[src/rtl/tmds_channel_rx_pkg.sv]
// Shared TMDS definitions: control tokens, bit-offset range and the receiver FSM state type.
// Both the encoder and the receive path import this package, so each token is defined once.
package tmds_channel_rx_pkg;
    localparam logic [9:0] TOK_00 = 10'b1101010100;
    localparam logic [9:0] TOK_01 = 10'b0010101011;
    localparam logic [9:0] TOK_10 = 10'b0101010100;
    localparam logic [9:0] TOK_11 = 10'b1010101011;

    localparam logic [3:0] OFFSET_MIN = 4'd0;
    localparam logic [3:0] OFFSET_MAX = 4'd9;

    typedef enum logic {ST_SEARCH, ST_LOCKED} rx_state_t;

    function automatic logic [3:0] next_offset(input logic [3:0] off);
        return (off >= OFFSET_MAX) ? OFFSET_MIN : off + 4'd1;
    endfunction
endpackage

[src/rtl/tmds_word_decode.sv]
// Combinational TMDS 10b -> 8b decode of one aligned word.
// Control tokens report is_ctrl with their 2-bit value; anything else decodes as video data.
module tmds_word_decode
    import tmds_channel_rx_pkg::*;
(
    input  logic [9:0] i_tmds,
    output logic       o_is_ctrl,
    output logic [1:0] o_ctrl,
    output logic [7:0] o_data
);
    logic [7:0] w_d;

    always_comb begin
        o_is_ctrl = 1'b1;
        o_ctrl    = 2'b00;
        o_data    = 8'h00;
        w_d       = i_tmds[7:0] ^ {8{i_tmds[9]}};
        case (i_tmds)
            TOK_00: o_ctrl = 2'b00;
            TOK_01: o_ctrl = 2'b01;
            TOK_10: o_ctrl = 2'b10;
            TOK_11: o_ctrl = 2'b11;
            default: begin
                o_is_ctrl = 1'b0;
                o_data[0] = w_d[0];
                // bit 8 selects XOR vs XNOR chaining used by the encoder
                for (int i = 1; i < 8; i++)
                    o_data[i] = i_tmds[8] ? (w_d[i] ^ w_d[i-1]) : ~(w_d[i] ^ w_d[i-1]);
            end
        endcase
    end
endmodule

[src/rtl/tmds_channel_rx.sv]
// One TMDS receive channel: bit-slip word alignment on blanking tokens, then decode.
// Outputs are held at zero whenever alignment is not established.
module tmds_channel_rx
    import tmds_channel_rx_pkg::*;
#(
    parameter int LOCK_COUNT = 16,
    parameter int DWELL      = 2048,
    parameter int DWELL_W    = 12
) (
    input  logic       clk_pix,
    input  logic       rst_n,
    input  logic [9:0] raw_in,
    output logic [7:0] data,
    output logic [1:0] ctrl,
    output logic       de,
    output logic       locked,
    output logic [3:0] offset,
    output logic       lost
);
    localparam int RUN_W = $clog2(LOCK_COUNT + 1);

    rx_state_t          r_state, w_state_nxt;
    logic [9:0]         r_raw_prev, r_aligned;
    logic [3:0]         r_offset;
    logic [RUN_W-1:0]   r_run, w_run_nxt;
    logic [DWELL_W-1:0] r_dwell, w_dwell_nxt;
    logic               r_slip_d, r_lost, r_de;
    logic [7:0]         r_data;
    logic [1:0]         r_ctrl;

    // Padded so an (unreachable) offset above 9 never indexes past the vector
    logic [24:0] w_win;
    logic [9:0]  w_sel;
    logic        w_is_ctrl, w_run_full, w_dwell_up, w_slip;
    logic [1:0]  w_ctrl;
    logic [7:0]  w_data;

    assign w_win = {5'b0, raw_in, r_raw_prev};
    assign w_sel = w_win[r_offset +: 10];

    tmds_word_decode u_dec (
        .i_tmds    (r_aligned),
        .o_is_ctrl (w_is_ctrl),
        .o_ctrl    (w_ctrl),
        .o_data    (w_data)
    );

    // A full token run outranks an expiring dwell timer
    assign w_run_full = (r_run == RUN_W'(LOCK_COUNT));
    assign w_dwell_up = (r_dwell == DWELL_W'(DWELL));
    assign w_slip     = w_dwell_up && !w_run_full;

    always_comb begin
        w_state_nxt = r_state;
        case (r_state)
            ST_SEARCH: if (w_run_full) w_state_nxt = ST_LOCKED;
            ST_LOCKED: if (w_slip)     w_state_nxt = ST_SEARCH;
            default:                   w_state_nxt = ST_SEARCH;
        endcase
    end

    // The word in r_aligned right after a slip was taken at the old offset
    always_comb begin
        w_run_nxt = '0;
        if (!w_slip && !r_slip_d && w_is_ctrl)
            w_run_nxt = w_run_full ? r_run : r_run + RUN_W'(1);
        w_dwell_nxt = (w_slip || w_run_full) ? '0 : r_dwell + DWELL_W'(1);
    end

    always_ff @(posedge clk_pix or negedge rst_n) begin
        if (!rst_n) begin
            r_state    <= ST_SEARCH;
            r_raw_prev <= '0;
            r_aligned  <= '0;
            r_offset   <= OFFSET_MIN;
            r_run      <= '0;
            r_dwell    <= '0;
            r_slip_d   <= 1'b0;
            r_lost     <= 1'b0;
            r_de       <= 1'b0;
            r_data     <= '0;
            r_ctrl     <= '0;
        end else begin
            r_state    <= w_state_nxt;
            r_raw_prev <= raw_in;
            r_aligned  <= w_sel;
            r_run      <= w_run_nxt;
            r_dwell    <= w_dwell_nxt;
            r_slip_d   <= w_slip;
            r_lost     <= w_slip && (r_state == ST_LOCKED);
            if (w_slip)
                r_offset <= next_offset(r_offset);
            // Gate on the next state so outputs drop on the same cycle as locked
            if (w_state_nxt != ST_LOCKED) begin
                r_de   <= 1'b0;
                r_data <= '0;
                r_ctrl <= '0;
            end else if (w_is_ctrl) begin
                r_de   <= 1'b0;
                r_data <= '0;
                r_ctrl <= w_ctrl;
            end else begin
                r_de   <= 1'b1;
                r_data <= w_data;
            end
        end
    end

    assign data   = r_data;
    assign ctrl   = r_ctrl;
    assign de     = r_de;
    assign locked = (r_state == ST_LOCKED);
    assign offset = r_offset;
    assign lost   = r_lost;
endmodule

[config.mk]
export PLATFORM = sky130hd
export DESIGN_NAME = tmds_channel_rx
export DESIGN_NICKNAME = d
export VERILOG_FILES = /design/src/rtl/tmds_channel_rx_pkg.sv /design/src/rtl/tmds_word_decode.sv /design/src/rtl/tmds_channel_rx.sv
export SDC_FILE = /design/constraint.sdc
export NUM_CORES = 1
export LEC_CHECK = 0
export CAP_MARGIN = 15
export CORE_MARGIN = 5
export CORE_UTILIZATION = 40
export CTS_BUF_LIST = sky130_fd_sc_hd__clkbuf_2
export DETAILED_ROUTE_END_ITERATION = 12
export PLACE_DENSITY_LB_ADDON = 0.3
export SLEW_MARGIN = 20
export SYNTH_ARGS = -nofsm -noshare
export SYNTH_HDL_FRONTEND = slang
export SYNTH_HIERARCHICAL = 1
export SYNTH_SLANG_ARGS = --single-unit
[constraint.sdc]
create_clock -name clk_pix -period 4.2 [get_ports clk_pix]
set_input_delay 0.63 -clock clk_pix [delete_from_list [all_inputs] [get_ports clk_pix]]
set_output_delay 0.63 -clock clk_pix [all_outputs]
set_load 0.02 [all_outputs]
# ---- After elaboration in Yosys (flattened, before gate mapping)
# Index checks and enable logic that the tools add are counted.
dict set report word_totals {
  reg_bits 55
  in_bits 12
  output_inout_bits 17
  elab_cells 72
}
dict set report classes {
  add_sub_neg 3
  magnitude_cmp 1
  n_eq_ne 8
  shift 1
  n_mux 23
  n_bitwise 16
  n_reduce_logical 9
}
# op n
set op_table {}
lappend op_table {{25-bit by 5-bit variable part select with 10-bit output} 1}
lappend op_table {{8-bit 2-to-1 mux} 3}
lappend op_table {{10-bit equality test, second input constant} 2}
lappend op_table {{12-bit by 1-bit adder with 12-bit output, second input constant} 1}
lappend op_table {{12-bit equality test, second input constant} 1}
lappend op_table {{1-bit 2-to-1 mux} 12}
lappend op_table {{12-bit 2-to-1 mux} 1}
lappend op_table {{10-bit by 8-bit equality test with 1-bit output, second input constant} 1}
lappend op_table {{10-bit by 9-bit equality test with 1-bit output, second input constant} 1}
lappend op_table {{5-bit 2-to-1 mux} 2}
lappend op_table {{1-bit NOT} 8}
lappend op_table {{8-bit XOR} 1}
lappend op_table {{1-bit XOR} 7}
lappend op_table {{2-bit one-hot mux with 3 select lines} 1}
lappend op_table {{5-bit by 1-bit adder with 5-bit output, second input constant} 1}
lappend op_table {{5-bit equality test, second input constant} 1}
lappend op_table {{4-bit by 1-bit adder with 4-bit output, second input constant} 1}
lappend op_table {{4-bit >= comparator, second input constant} 1}
lappend op_table {{1-bit logical AND} 4}
lappend op_table {{2-bit 2-to-1 mux} 2}
lappend op_table {{4-bit 2-to-1 mux} 1}
lappend op_table {{4-bit OR reduction} 1}
lappend op_table {{1-bit logical NOT} 3}
lappend op_table {{2-bit by 1-bit != test with 1-bit output, second input constant} 1}
lappend op_table {{other kinds (3)} 3}

# ---- Logic depth before layout (Yosys ltp)
dict set report logic_depth {
  word_depth 7
  mapped_depth 9
  depth_no_buf 7
}

# ---- Hierarchy
# Netlist, hierarchy kept.
# module n_inst cells_each area_each_um2 seq_area_each_um2
set by_module_without_submodules {}
lappend by_module_without_submodules {tmds_channel_rx 1 231 2752.6 1376.3}
lappend by_module_without_submodules {tmds_word_decode 1 35 277.8 0.0}

# ---- Worst setup path after synthesis
# No wires, ideal clock.
dict set report synth_path {
  path_type {flip-flop to flip-flop}
  startpoint {reg r_aligned[4]}
  endpoint {reg r_run[2]}
  setup_ns 0.086
  t_arrival_ns 1.775
  required_time_ns 4.114
  slack_ns 2.339
  stages_incl_launch_ff 6
  path_buffers 0
  period_less_slack_ns 1.861
  cell_sequence {dfrtp_1 -> or4b_4 -> nor4_4 -> or2_1 -> nand2b_1 -> nor3_1}
}
dict set report synth_via {
  elab_chain_cells 5
  elab_cells_between_ends 9
  cone_classes {5 x eq/ne; 2 x mux; 2 x reduce/logical}
}
# item line
set synth_lines {}
lappend synth_lines {{start, declared} tmds_channel_rx.sv:23} ;# logic [9:0] r_raw_prev, r_aligned;
lappend synth_lines {{start signal, assigned} tmds_channel_rx.sv:86} ;# r_aligned <= w_sel;
lappend synth_lines {{10-bit equality test (tied with other cells)} tmds_word_decode.sv:18} ;# case (i_tmds)
lappend synth_lines {{4-bit OR reduction (no source line) *} --}
lappend synth_lines {{1-bit 2-to-1 mux *} tmds_word_decode.sv:18}
lappend synth_lines {{net w_is_ctrl} tmds_channel_rx.sv:34} ;# logic w_is_ctrl, w_run_full, w_dwell_up, w_slip;
lappend synth_lines {{1-bit logical AND *} tmds_channel_rx.sv:65} ;# if (!w_slip && !r_slip_d && w_is_ctrl)
lappend synth_lines {{2-bit != test (no source line) / 5-bit 2-to-1 mux (equally long branches)} --}
lappend synth_lines {{end signal, assigned} tmds_channel_rx.sv:87} ;# r_run <= w_run_nxt;
lappend synth_lines {{end, declared} tmds_channel_rx.sv:25} ;# logic [RUN_W-1:0] r_run, w_run_nxt;
# Mark *: on every way through the listed nets, which the timed path passes. The rest lies on a longest branch.
# A chain may end at the register's enable or synchronous reset.

# ---- Final worst setup path
dict set report layout_path {
  startpoint {reg r_offset[1], in the netlist offset[1]}
  endpoint {out offset[1]}
}
# item line
set layout_lines {}
lappend layout_lines {{start, declared} tmds_channel_rx.sv:24} ;# logic [3:0] r_offset;
lappend layout_lines {{start signal, assigned} tmds_channel_rx.sv:92} ;# r_offset <= next_offset(r_offset);
lappend layout_lines {{end, declared} tmds_channel_rx.sv:17} ;# output logic [3:0] offset,
# No word-level cell between the ends.

==> results.ini <==
[route]
wl_um=5370
drt.antenna.violating_nets=0
avgRoutedWirePerCell_um=13.7
num_vias=2017
dr.pass1.iters=4
first_iter_violations=98
drc=0
vias_per_cell=5.16

[cts]
htreeDepth=2
cts-resized-gates=0
clkLatencyLatePin_ns=0.46
root_buffer=clkbuf_2
cts.clk_slew.worst_paths_ns=0.29
clock_path_buffers=2
cts_hold_repair.buffers=0
cts_tree=done
cts.sinks=55
cts_buffers=5
postCtsSetupBuffers=0

[sta]
min_period_ns=2.84
setup_viol=0
fin_crit_sh=0.676
rsz0062_at_grt=no
timing.hold.ws_ns=0.101
slew-limit-headroom=0.373
final_max_slew_viol_count=0
tns_ns=0
hold_violations=0
worstMarginPinSlew_ns=0.940
clock_skew_ns=0.0318
max_freq_mhz=352

[floorplan]
initial_core_util=0.413
io_pins=29
rows=31
die_height_um=97.0
die-area_um2=9420
core_area_um2=7330
die_w_um=97.0

[global_routing]
grt_antenna_before_repair=0
grt_max_degree=32
grt_overflow=0
grt_usage=0.120
grt_pass1_vias=1985
grt_pass1_wl_um=9440

[synthesis]
yosysSeqAreaShare=0.454
ys_warn_count=6
syn_area_um2=3030
synth.area.top_cells=dfrtp_1 45%, mux4_1 6.1%, mux4_2 4.5%
syn_nets=285
async_flop_share=1.00
yosys_most_used_dff=dfrtp_1
yosysTopAreaCell=dfrtp_1
syn_inst=266
synth_area_per_cell_um2=11.4
synth_edf_count=0
yosysUniqueCellTypes=55
synth-seq-cells=55
synth_top_area_share=0.454

[worst_setup_path]
end_kind=output pin
crit_buf_inv=1
start_kind=register
criticalPathCategory=register to output pin
cp_top_family=flip-flops
cp_cell_sequence=clkdlybuf4s50_1
worst_path_max_delay_cell=dfrtp_1
cp.arrival_ns=2.21
crit_required_ns=3.57
path_max_fanout=25
slowest_delay_ns=1.02

[placed_design]
dpl.cell_count=383
port_buffers=28
hpwl_um=3930
gp_congestion=0.794

[pwr]
powerDensity_nw_per_um2=246
vdd_drop_max_uv=122
power.leakage_uw=0.00138

[cells_and_area]
antennaDiodeCount=0
final_cell_mix=55 x dfrtp_1, 27 x clkdlybuf4s50_1, 26 x nor2_1, 14 x nand2_1, 14 x xnor2_1
drive_gt1_frac=0.0993
area_growth_pct=12.5
fillers=686
layout_commonest_cell=dfrtp_1
postLayoutCoreUtil=0.465
final_cells=391
finalNetCount=310

[hold_path]
hold_class=input port to asynchronous set/reset pin

[run]
cap_violations=0

[status]
status=finished, final reports clean

## Yosys cell counts, types with 2 or more instances
master	number
dfrtp_1	55
nor2_1	26
nand2_1	14
xnor2_1	14
inv_1	12
mux2i_1	12
nor3_1	12
and2_1	9
a21oi_1	7
buf_2	7
ha_1	7
mux4_1	7
o21ai_0	7
mux4_2	6
xor2_1	6
nand2b_1	5
nand3_1	5
nand4_1	4
a22oi_1	3
mux2_2	3
nor2b_1	3
nor4_1	3
a211oi_1	2
a31oi_1	2
nand3b_1	2
o21ai_1	2
o22ai_1	2
o31ai_1	2
## layer usage
metal	part of all wire	GRT usage	vias to the layer above	wire length, um
li1	-	-	1008	-
met3	0.042	0.0245	8	223
met2	0.46	0.190	42	2490
met1	0.48	0.161	959	2580
met4	0.014	0.0454	0	75
met5	0	0	-	0
## logic make-up (layout without fill, tap and decap cells)
family          count (synthesis)  in the layout  synth area share
simple gates                   95             95             0.179
flops                          55             55             0.454
compound gates                 34             34            0.0723
mux                            30             30             0.165
buf+inv                        25             51            0.0429
xor+xnor                       20             20            0.0578
fa+ha+maj                       7              7            0.0289
## per-stage QoR
stage               setup slack, ns  power (uW)  area [um^2]
floorplan                      2.34         597         3030
global placement               1.86         630         3360
detailed placement             1.86         631         3360
CTS                            1.30         856         3410
global route                   1.18         883         3410
finish                         1.36         840         3410
## state kept, by name (all words and copies together) (netlist names)
register	count
r_dwell	12
r_aligned	10
r_raw_prev	10
data	8
r_run	5
offset	4
ctrl	2
de	1
locked	1
lost	1
r_slip_d	1
## worst reg2reg max path, delay by kind of cell, from the launching register on
| kind | cells | cell delay, ns |
|---|---|---|
| and+or+nand+nor | 5 | 1.65 |
| DFF | 1 | 0.58 |
## layout make-up
class	instances	area [um^2]	share of cell area
Timing Repair Buffer	29	283	0.0830
Clock inverter	3	23.8	0.00698
Clock buffer	5	25.0	0.00734
Tap cell	99	124	0.0363
Sequential cell	55	1380	0.404
Inverter	14	52.6	0.0154
Multi-Input combinational cell	186	1520	0.447
## worst paths after layout
check	cells past startpoint	startpoint	slack (ns)	end
worst max-delay path	1	offset[1]$_DFFE_PN0P_	1.36	offset[1]
worst min-delay path	1	rst_n	0.10	data[7]$_DFF_PN0_
worst max register to register	5	r_aligned[8]$_DFF_PN0_	1.92	r_run[4]$_DFFE_PN0P_
worst min register to register	1	r_dwell[0]$_DFF_PN0_	0.54	r_dwell[0]$_DFF_PN0_
max in group asynchronous	2	rst_n	3.28	r_dwell[4]$_DFF_PN0_
min in group clk_pix	1	r_dwell[0]$_DFF_PN0_	0.54	r_dwell[0]$_DFF_PN0_
## report_power, final
group,internal (uW),total [uW],switching (uW)
registers,541,551,10.2
clock network,42.6,218,175
logic,36.0,71.0,35.0
total,620,840,221
(Power assumes the default switching activity.)
